[src/rtl/wi23_defs.sv]
// rtl/wi23_defs.sv - shared widths and the execute-to-memory packet type
package wi23_defs;

    localparam int REGFILE_WIDTH = 32;
    localparam int EX_MEM_RW     = 5;

    typedef struct packed {
        logic [REGFILE_WIDTH-1:0] alu_out;
        logic [REGFILE_WIDTH-1:0] pc;
        logic [REGFILE_WIDTH-1:0] st_data;
        logic [EX_MEM_RW-1:0]     rd;
        logic                     wr_en;
        logic                     mem_rd;
        logic                     mem_wr;
        logic                     err;
    } ex_mem_pkt_t;

endpackage

[src/rtl/ex_mem_pipe_skid_buf.sv]
// rtl/ex_mem_pipe_skid_buf.sv - generic 2-entry valid/ready skid buffer
module skid_buf #(
    parameter int W = 8
) (
    input  logic         clk,
    input  logic         rst,
    input  logic         flush,
    input  logic         in_valid,
    output logic         in_ready,
    input  logic [W-1:0] in_data,
    output logic         out_valid,
    input  logic         out_ready,
    output logic [W-1:0] out_data
);

    logic [W-1:0] main_data;
    logic [W-1:0] skid_data;
    logic         main_valid;
    logic         skid_valid;
    logic         accept;
    logic         fire;

    // in_ready comes straight from a flop, so out_ready never reaches it combinationally
    assign in_ready  = ~skid_valid;
    assign out_valid = main_valid;
    assign out_data  = main_data;
    assign accept    = in_valid & in_ready;
    assign fire      = main_valid & out_ready;

    always_ff @(posedge clk or posedge rst) begin
        if (rst) begin
            main_data  <= '0;
            skid_data  <= '0;
            main_valid <= 1'b0;
            skid_valid <= 1'b0;
        end else if (flush) begin
            main_valid <= 1'b0;
            skid_valid <= 1'b0;
        end else if (!main_valid || fire) begin
            if (skid_valid) begin
                main_data  <= skid_data;
                main_valid <= 1'b1;
                skid_valid <= 1'b0;
            end else if (accept) begin
                main_data  <= in_data;
                main_valid <= 1'b1;
            end else begin
                main_valid <= 1'b0;
            end
        end else if (accept) begin
            skid_data  <= in_data;
            skid_valid <= 1'b1;
        end
    end

endmodule

[src/rtl/ex_mem_pipe.sv]
// rtl/ex_mem_pipe.sv - EX/MEM stage: skid-buffered handoff, error squash, sticky error record
// Optional stall counter output enabled by EX_MEM_STALL_CNT_EN.
module ex_mem_pipe
    import wi23_defs::*;
#(
    parameter int DW = REGFILE_WIDTH,
    parameter int RW = EX_MEM_RW
) (
    input  logic          clk,
    input  logic          rst,
    input  logic          flush,
    input  logic          in_valid,
    output logic          in_ready,
    input  logic [DW-1:0] in_alu_out,
    input  logic          in_alu_err,
    input  logic [DW-1:0] in_pc,
    input  logic [RW-1:0] in_rd,
    input  logic          in_wr_en,
    input  logic          in_mem_rd,
    input  logic          in_mem_wr,
    input  logic [DW-1:0] in_st_data,
    output logic          out_valid,
    input  logic          out_ready,
    output logic [DW-1:0] out_alu_out,
    output logic [DW-1:0] out_pc,
    output logic [DW-1:0] out_st_data,
    output logic [RW-1:0] out_rd,
    output logic          out_wr_en,
    output logic          out_mem_rd,
    output logic          out_mem_wr,
    output logic          out_err,
    output logic          err_valid,
    output logic [DW-1:0] err_pc,
`ifdef EX_MEM_STALL_CNT_EN
    output logic [31:0]   stall_cnt,
`endif
    input  logic          err_clr
);

    ex_mem_pkt_t pkt_in;
    ex_mem_pkt_t pkt_out;
    logic        err_set;

    // Erroring instructions still flow so memory can retire them, but lose side effects
    always_comb begin
        pkt_in         = '0;
        pkt_in.alu_out = in_alu_out;
        pkt_in.pc      = in_pc;
        pkt_in.st_data = in_st_data;
        pkt_in.rd      = in_rd;
        pkt_in.wr_en   = in_wr_en  & ~in_alu_err;
        pkt_in.mem_rd  = in_mem_rd & ~in_alu_err;
        pkt_in.mem_wr  = in_mem_wr & ~in_alu_err;
        pkt_in.err     = in_alu_err;
    end

    skid_buf #(
        .W($bits(ex_mem_pkt_t))
    ) u_skid (
        .clk      (clk),
        .rst      (rst),
        .flush    (flush),
        .in_valid (in_valid),
        .in_ready (in_ready),
        .in_data  (pkt_in),
        .out_valid(out_valid),
        .out_ready(out_ready),
        .out_data (pkt_out)
    );

    assign out_alu_out = pkt_out.alu_out;
    assign out_pc      = pkt_out.pc;
    assign out_st_data = pkt_out.st_data;
    assign out_rd      = pkt_out.rd;
    assign out_wr_en   = pkt_out.wr_en;
    assign out_mem_rd  = pkt_out.mem_rd;
    assign out_mem_wr  = pkt_out.mem_wr;
    assign out_err     = pkt_out.err;

    // A packet discarded by flush never counts as accepted, so it cannot record an error
    assign err_set = in_valid & in_ready & ~flush & in_alu_err;

    always_ff @(posedge clk or posedge rst) begin
        if (rst) begin
            err_valid <= 1'b0;
            err_pc    <= '0;
        end else if (err_set && (!err_valid || err_clr)) begin
            err_valid <= 1'b1;
            err_pc    <= in_pc;
        end else if (err_clr) begin
            err_valid <= 1'b0;
        end
    end

`ifdef EX_MEM_STALL_CNT_EN
    always_ff @(posedge clk or posedge rst) begin
        if (rst) begin
            stall_cnt <= '0;
        end else if (out_valid && !out_ready && stall_cnt != 32'hFFFF_FFFF) begin
            stall_cnt <= stall_cnt + 32'd1;
        end
    end
`endif

endmodule
[config.mk]
export PLATFORM = sky130hd
export DESIGN_NAME = ex_mem_pipe
export DESIGN_NICKNAME = d
export VERILOG_FILES = /design/src/rtl/wi23_defs.sv /design/src/rtl/ex_mem_pipe_skid_buf.sv /design/src/rtl/ex_mem_pipe.sv
export SDC_FILE = /design/constraint.sdc
export NUM_CORES = 1
export LEC_CHECK = 0
export BUFFER_PORTS_ARGS = -buffer_cell sky130_fd_sc_hd__buf_2
export CORE_AREA = 3 3 178 180
export CTS_CLUSTER_SIZE = 28
export DETAILED_ROUTE_END_ITERATION = 7
export DIE_AREA = 0 0 181 183
export SLEW_MARGIN = 15
export SYNTH_ARGS = -nofsm -noshare
export SYNTH_HDL_FRONTEND = slang
export SYNTH_SLANG_ARGS = --single-unit
[constraint.sdc]
create_clock -name clk -period 28.5 [get_ports clk]
set_clock_uncertainty 0.15 [all_clocks]
set_input_delay 8.55 -clock clk [delete_from_list [all_inputs] [get_ports clk]]
set_output_delay 8.55 -clock clk [all_outputs]
set_load 0.01 [all_outputs]
## Word level (Yosys, flattened, before mapping)

Index checks and enable logic that the tools add are counted.
W data, S select, Z words.

- Multiplexer cells: 11
- Bitwise operators: 11
- Reduce and logical (&&, ||, !) cells: 11

Operators by type and width:

| operator | number |
|---|---|
| $mux W105 | 2 |
| $mux W1 | 9 |
| $and A1 B1 Y1 | 7 |
| $reduce_and A3 Y1 | 2 |
| $reduce_bool A2 Y1 | 3 |
| $not A1 Y1 | 4 |
| $reduce_bool A3 Y1 | 1 |
| $logic_not A1 Y1 | 2 |
| $logic_or A1 B1 Y1 | 2 |
| $logic_and A1 B1 Y1 | 1 |

- Register bits: 245
- Output and inout port bits: 140
- Logic and storage cells: 39
- Input port bits: 111

## Depth between registers and ports, before layout

Gate-level depths: netlist of run 1.

- Word-level depth: 6
- Gate-level depth with buffers: 6
- Mapped depth without buffers: 3

## Cells and area by module

Synthesis of run 1 repeated with hierarchy kept, for this count alone.

- Cell total of the unflattened synthesis: 648
- Area total of the unflattened synthesis: 10453.8 µm²

Modules (own cells, without submodules):

| module | area each (µm²) | seq. area each (µm²) | cells an instance | times used |
|---|---|---|---|---|
| skid_buf | 9165.0 | 5305.1 | 571 | 1 |
| ex_mem_pipe | 1288.7 | 825.8 | 77 | 1 |

## Worst setup path before layout of run 1

No wires, ideal clock.

- Kind: in2reg
- Start: input port out_ready
- End: register u_skid.main_data[89] (netlist: u_skid.out_data[89])
- Required time: 28.225 ns
- Path slack: 18.739 ns
- Library setup time: 0.125 ns
- Data arrival time: 9.487 ns
- Buffers on the path: 2
- Stages: 5
- Cells stage by stage: nor2b_2 nor3_4 buf_4 buf_6 mux2_2

- Cells in the longest elaborated chain, start to end: 3

Ends and longest elaborated chain:

| what | line | RTL |
|---|---|---|
| from (decl) | ex_mem_pipe.sv:23 | `input logic out_ready,` |
| $and A1 B1 Y1 | ex_mem_pipe_skid_buf.sv:28 | `assign fire = main_valid & out_ready;` |
| $logic_or A1 B1 Y1 | ex_mem_pipe_skid_buf.sv:39 | `end else if (!main_valid \|\| fire) begin` |
| $reduce_and A3 Y1 (no line) | - |  |
| to (signal assigned) | ex_mem_pipe_skid_buf.sv:41 | `main_data <= skid_data;` |
| to (signal assigned) | ex_mem_pipe_skid_buf.sv:45 | `main_data <= in_data;` |
| to (decl) | ex_mem_pipe_skid_buf.sv:16 | `logic [W-1:0] main_data;` |

No other way between the ends.
A chain may end at the register's enable or synchronous reset.

## Final worst setup path of run 1

- Start: input port flush
- End: register u_skid.main_data[6] (netlist: u_skid.out_data[6])

- Cells in the longest elaborated chain, start to end: 2

Ends and longest elaborated chain:

| what | line | RTL |
|---|---|---|
| from (decl) | ex_mem_pipe.sv:11 | `input logic flush,` |
| $not A1 Y1 (no line) | - |  |
| $reduce_and A3 Y1 (no line) | - |  |

No other way between the ends.

==> results.md, run 1 <==
- STA classifies the critical path endpoint as a flop.
- The commonest cells after synthesis are sky130_fd_sc_hd__mux2_2, sky130_fd_sc_hd__dfrtp_1, sky130_fd_sc_hd__mux2_1.
- For this block, the routed nets add up to 22.9 mm of wire.
- The maximum fanout count along the critical path is 62.
- The layout net count is 1011.
- Setup repair after global routing left no endpoint under its margin.
- The H-tree depth reported by CTS is 1.
- The synthesis-to-finish area growth is 23.9%.
- The first global-routing pass estimated 36.7 mm of wire.
- The number of antenna violations at the first check in global routing is 7.
- Once the clock tree was built, the resizer swapped 0 gates to a different size.
- The power density of the placed cells is 77.6 nW/um^2.
- The post-synthesis instance area is 10500 sq um.
- The floorplan step defined a die boundary enclosing 33100 sq um.
- Clock tree synthesis selected as its root buffer the cell sky130_fd_sc_hd__clkbuf_16.
- The floorplan core area is 30300 sq um.
- The clock slew seen by the registers of the worst setup and hold paths is roughly 60 ps.
- Yosys attributes the largest share of cell area to sky130_fd_sc_hd__dfrtp_1, sky130_fd_sc_hd__mux2_2, sky130_fd_sc_hd__mux2_1, sky130_fd_sc_hd__buf_6, sky130_fd_sc_hd__mux2_4.
- In the final routed layout, each cell accounts on average for 17.4 um.
- The number of buffers added for setup after CTS is 0.
- After detailed routing, the number of remaining DRC violations is 0.
- The worst IR drop on VDD is 0.0464 mV.
- The average cell area after synthesis is 16.2 sq um.
- The placer's final routability congestion estimate is 0.685.
- The path class of the tightest hold or removal check is reg2reg.
- Port buffering added 250 buffers.
- The final critical path takes up 36.8% of the cycle.
- TritonCTS built the clock tree.
- Counting tap cells, the placed design contains a total of between 1k and 1.5k instances.
- The multi-input gate area in the final layout is a little over 4000 sq um.
- After filler insertion, the fill cell instance count of the layout stands at 2868.
- In this run the vertical extent of the chip is 183 um.
- The clock latency reported for the late side of the worst-skew pair is ~520 ps.
- In the synthesized netlist, the number of instances is 649.
- Counting instances, the worst hold path has a depth of 1.
- Dividing the detail-routed via count by the number of cells gives 4.70.
- For this run, the number of Yosys warnings is 0.
- Of all cell types, the one taking the most synthesized area is sky130_fd_sc_hd__dfrtp_1.
- In this run, the number of DRC markers left after iteration 0 of detailed routing was 208.
- The setup path with the least slack is of type in2reg.
- STA puts the critical path data arrival time at ~11000 ps.
- In this run the worst setup path begins at flush.
- Setup violations remaining at the end of the flow were counted as 0.
- In this run, synthesis inferred 0 flip-flops with an integrated enable.
- The via count of the first global-routing pass is 6550.
- The post-cts hold buffer count is 0.
- The clock net in this run drives a total of about 250 sinks.
- The worst-case headroom to the max-slew limit is 38.4%.
- For the final routed database, the setup TNS stands at 0 ps.
- The count of placed standard cells in the final layout, fillers left out is 1318.
- The internal reg-to-reg setup slack is around 26000 ps.
- Summed over all nets, the half-perimeter wirelength after detailed placement is approximately 15 mm.
- Measured in cells, the most critical reg-to-reg path has a length of 5.
- The worst setup path is launched from an input port.
- The first detailed-routing pass ran for 4 iterations.
- The buffer depth of the longest clock path is 3.
- The worst path required time is 28750 ps.
- The clock period could shrink to 10500 ps.
- After synthesis the netlist holds a flip-flop and latch count of 245.
- Summing over every cut layer, the via total after detailed routing is 6189.
- The number of failing hold endpoints at the final stage is 0.
- The sequential cell area in the final layout is 6130 sq um.
- The I/O pin count is 251.
- The number of clock buffers added by TritonCTS is 28.
- The share of async-settable or async-resettable flops after synthesis is 100%.
- The effective utilization at floorplan is 34.6%.
- At the pin with the least slew margin, the transition time is between 900 and 1000 ps.
- The launch point of the worst hold path is u_skid.skid_data[41].
- The number of nets produced by synthesis is 760.
- The maximum number of pins on one net before global-route repair is approximately 110.
- Measured along the x axis, the die boundary spans 181 um.
- The total of max-cap violations is 0.
- The maximum clock frequency is 95.3 MHz.
- Global routing used 13.5% of the available tracks across all layers.
- In this run the critical register-to-register path is launched from u_skid.out_valid.
- The floorplan has 64 rows.
- Summed over all cells, the static leakage comes to 0.00600 uW.
- The synthesized netlist contains 22 unique library cells.
- The detail route stage leaves a number of antenna-violating nets equal to 0.
- The dominant synthesized flop cell is sky130_fd_sc_hd__dfrtp_1.
- The fraction of synthesized cell area taken by the top area cell type is 58.4%.
- Cells with a size suffix above 1 make up 66.4% of the layout.
- In the post-synthesis netlist, the cell with the most instances is sky130_fd_sc_hd__mux2_2.
- The run finished with clean final reports.
- The total count of max-transition violations in the final report is 0.
- Summed over all layers, the global routing overflow is 0.
- The sequential-to-total area share from yosys stat is 58.4%.
[registers in the layout, summed over array words and instances, names as in the netlist]
name and count:
err_valid 1, u_skid.out_valid 1, u_skid.out_data 105, u_skid.skid_data 105, err_pc 32, u_skid.skid_valid 1
[power by group]
part,total (uW),internal [uW],leakage (uW),switching [uW]
sequential,459,424,0.00294,35.1
clock,374,234,0.000487,140
combinational,175,97.3,0.00256,77.2
[final cells by class]
type / count / area share, %
timing repair buffer: 258 / 10.1
inverter: 5 / 0.202
clock buffer: 39 / 6.26
sequential: 245 / 47.2
multi-input combinational: 362 / 31.2
antenna: 1 / 0.0193
clock inverter: 12 / 1.23
tap: 396 / 3.81
[metrics by stage]
stage                     utilization [%]  power [uW]  worst slack [ps]  cell area, sq um  hold WS (ps)
final                                42.8        1010             18000             13000           335
after global routing                 42.8        1060             17860             13000           350
after CTS                            42.8        1020             17980             13000           340
after detailed placement             39.6         644             17400             12000           327
after global placement               39.6         637             17460             12000           318
after floorplan                         -         570             13070             10500           309
[worst max-delay path: stages]
cell and delay [ps]:
sky130_fd_sc_hd__buf_2 140, sky130_fd_sc_hd__nor3_4 180, sky130_fd_sc_hd__buf_4 540, sky130_fd_sc_hd__buf_4 800, sky130_fd_sc_hd__mux2_2 420
[path summary, 6_finish.rpt]
path / to
max: u_skid.out_data[6]
min: u_skid.skid_data[41]
max reg2reg: u_skid.out_data[6]
min reg2reg: u_skid.skid_data[41]
max in group asynchronous: u_skid.skid_valid
min in group asynchronous: u_skid.skid_data[27]
[cell families (layout without fill, tap and decap cells)]
kind of cell	Yosys count	in the layout	share of synthesized area, %
simple gates	14	14	0.990
flops	245	245	58.4
buf+inv	42	314	3.00
compound gates	1	1	0.0477
other cells	0	1	0
mux	347	347	37.5
[metal layers]
layer  part of all wire [%]  wire [um]  vias up  global-route usage, %
met5                   0.31         72        -                      0
met4                    2.2        511       12                   2.86
met3                    8.2       1880       43                   4.92
met2                     41       9390      193                   20.1
met1                     48      11000     3107                   19.2
li1                       -          -     2834                      -
[cell usage in the layout, fill, tap and decap left out, types with 2 or more instances in the layout]
cell type / Yosys / routed
sky130_fd_sc_hd__buf_2: 15 / 250
sky130_fd_sc_hd__buf_4: 3 / 8
sky130_fd_sc_hd__bufinv_16: 0 / 4
sky130_fd_sc_hd__clkbuf_1: 0 / 5
sky130_fd_sc_hd__clkbuf_16: 0 / 29
sky130_fd_sc_hd__clkbuf_8: 0 / 5
sky130_fd_sc_hd__clkinv_2: 0 / 8
sky130_fd_sc_hd__dfrtp_1: 245 / 244
sky130_fd_sc_hd__inv_1: 5 / 4
sky130_fd_sc_hd__mux2_1: 40 / 40
sky130_fd_sc_hd__mux2_2: 291 / 291
sky130_fd_sc_hd__mux2_4: 10 / 10
sky130_fd_sc_hd__mux2i_1: 6 / 6
sky130_fd_sc_hd__nand2b_1: 2 / 2
sky130_fd_sc_hd__nor2b_1: 3 / 3
Note: power is estimated with default switching activity, not from simulation.
==> run 2, diff against run 1 <==
Clock period 28.5 ns to 10.9 ns, I/O delays scaled along.
==> run 2 against run 1 <==
Compared with the run above: combinational power grew to 2.6 times the previous value; sequential share of layout area grew 0.26 points; largest cell class unchanged; flip-flop and latch count is the same; global-route usage grew 0.15 points; register-to-register slack lost 18000 ps; critical path type unchanged; total power grew to 2.6 times the previous value.
==> results.md, run 2 (synthesis gave the netlist of run 1 again) <==
- The via count of the first global-routing pass is 6744 (was 6550).
- The beginning of the worst register-to-register path is u_skid.skid_valid (was u_skid.out_valid).
- The type of the worst setup path is in2reg (unchanged).
- The number of buffers added on ports is 250 (unchanged).
- The total leakage power is 0.00595 uW (was 0.00600 uW).
- The average vias per placed instance is 4.76 (was 4.70).
- The standard-cell row count is 64 (unchanged).
- The clock root buffer was sky130_fd_sc_hd__clkbuf_16 (unchanged).
- The worst reg2reg path endpoint is u_skid.out_data[32] (was u_skid.out_data[6]).
- The layout net count is 1011 (unchanged).
- Commonest cells after routing, fill and taps aside: sky130_fd_sc_hd__mux2_2, sky130_fd_sc_hd__buf_2, sky130_fd_sc_hd__dfrtp_1 (unchanged).
- The maximum number of pins on one net before global-route repair is 110 (was 106).
- The type of destination of the critical path is a flop (unchanged).
- The residual DRC count is 0 (unchanged).
- The smallest clock period supported by the final layout is computed as approximately 5200 ps.
- The power density of the placed cells is 199 nW/um^2 (was 77.6 nW/um^2).
- The maximum fanout count along the critical path came to 55 (was 62).
- The number of CTS-inserted buffers is 28 (unchanged).
- The TritonCTS clock tree was yes (unchanged).
- The overall die area is 33100 sq um (unchanged).
- The type of origin of the critical path is an input port (unchanged).
- The number of failing hold endpoints at the final stage is 0 (unchanged).
- Outcome: complete, no violations (unchanged).
- The worst IR drop on VDD came to 0.127 mV (was 0.0464 mV).
- The detailed placement HPWL was 14.8 mm (about the same).
- The H-tree depth reported by CTS was 1 (unchanged).
- The overall fraction of global-route tracks in use is 13.7% (was 13.5%).
- The total cell area at the placement stage was 12000 sq um (unchanged).
- The total count of max-transition violations in the final report is 0 (unchanged).
- The fraction of layout cells with a size suffix above 1 was 65.8% (was 66.4%).
- The worst-case headroom to the max-slew limit is 38.4% (about the same).
- The buffer depth of the longest clock path is 3 (unchanged).
- The leftover overflow at the end of global routing is 0 (unchanged).
- The internal reg-to-reg setup slack is 7570 ps (was 25610 ps).
- The post-cts hold buffer count is 0 (unchanged).
- The I/O pin count is 251 (unchanged).
- The wire length per cell was 17.4 um (about the same).
- The path depth of the worst reg2reg path is 6 (was 5).
- The horizontal die dimension is 181 um (unchanged).
- The number of buffers added for setup after CTS is 0 (unchanged).
- The placer's final routability congestion estimate is 0.711 (was 0.685).
- The post-detailed-routing wire length is 23.0 mm (was 22.9 mm).
- The worst path required time came to 11150 ps (was 28750 ps).
- The most common cell after layout, fill and taps aside is sky130_fd_sc_hd__mux2_2 (unchanged).
- The path category of the worst min-delay check is reg2reg (unchanged).
- The capture endpoint of the worst hold path is u_skid.skid_data[9] (was u_skid.skid_data[41]).
- The number of antenna violations at the first check in global routing is 4 (was 7).
- The data arrival time of the worst path is 5420 ps (was 10750 ps).
- RSZ-0062 raised after global routing: false (unchanged).
- The total of max-cap violations was 0 (unchanged).
- The clock latency reported for the late side of the worst-skew pair is 540 ps (was 520 ps).
- The maximum clock frequency is 194 MHz.
- The synthesis-to-finish area growth is 23.2% (was 23.9%).
- The height of the die came to 183 um (unchanged).
- The wire length of the first global-routing pass is 37.2 mm (was 36.7 mm).
- The effective utilization at floorplan is 34.6% (unchanged).
- The via total after detailed routing is 6281 (was 6189).
- The clock slew seen by the registers of the worst setup and hold paths was 60 ps (about the same).
- Dividing the final minimum period by the clock period gives 47.4%.
- The floorplan core area came to 30300 sq um (unchanged).
- The count of cells along the worst hold path is 1 (unchanged).
- The launch point of the worst hold path is u_skid.skid_data[9] (was u_skid.skid_data[41]).
- The transition time of the tightest slew-check pin came to 924 ps (about the same).
- The post-route cell area is 12900 sq um (was 13000 sq um).
- The number of sinks handled by clock tree synthesis is 245 (unchanged).
- The number of setup violations in the final report is 0 (unchanged).
- The antenna violation net count after detailed routing is 0 (unchanged).
- The post-cts sizing count is 0 (unchanged).
- The DRC marker count from the first detailed-route iteration is 211 (was 208).
- The aggregate negative setup slack is 0 ps (unchanged).
- The first-pass iteration count of the detailed router was 4 (unchanged).
## run 2: power breakdown
group	switching, uW	internal (uW)	leakage [uW]
logic	203	255	0.00256
registers	90.7	1110	0.00294
clock network	368	554	0.000444
total	661	1920	0.00595
## run 2: critical path, stage by stage
cell and delay, ps:
sky130_fd_sc_hd__buf_2 140, sky130_fd_sc_hd__nor2_2 70, sky130_fd_sc_hd__nor3_4 130, sky130_fd_sc_hd__buf_4 590
sky130_fd_sc_hd__buf_4 740, sky130_fd_sc_hd__mux2_2 410
## run 2: per-layer routing
metal / GRT usage [%] / part of all wire (%)
met1: 19.1 / 47
met2: 20.6 / 42
met5: 0 / 0.20
met3: 5.00 / 8.6
met4: 2.99 / 2.3
## run 2: final cells by class
class	instances	area, sq um
Fill cell	2830	17400
Sequential cell	245	6130
Multi-Input combinational cell	362	4050
Timing Repair Buffer	258	1310
Clock buffer	43	808
Tap cell	396	495
Clock inverter	8	90.1
Inverter	5	26.3
Antenna cell	3	7.51
## run 2: metrics by stage
step,cells,util (%),power (uW),hold slack (ps),worst slack (ps)
detailed placement,1266,39.6,1680,327,5140
CTS,1317,42.6,2630,342,5710
global placement,1266,39.6,1670,318,5140
finish,1320,42.6,2580,336,5740
global route,1317,42.6,2720,353,5590
floorplan,649,-,1490,309,750
## run 2: worst max-delay path by stage
stage          depth (start not counted)  slack [ps]              endpoint     start
6_report                               6        5740   u_skid.out_data[32]  in_valid
5_1_grt                                6        5590   u_skid.out_data[32]  in_valid
4_1_cts                                6        5710  u_skid.out_data[103]  in_valid
3_5_place_dp                           6        5140   u_skid.out_data[37]  in_valid
3_3_place_gp                           6        5140   u_skid.out_data[30]  in_valid
2_1_floorplan                          1         750             err_pc[0]       rst
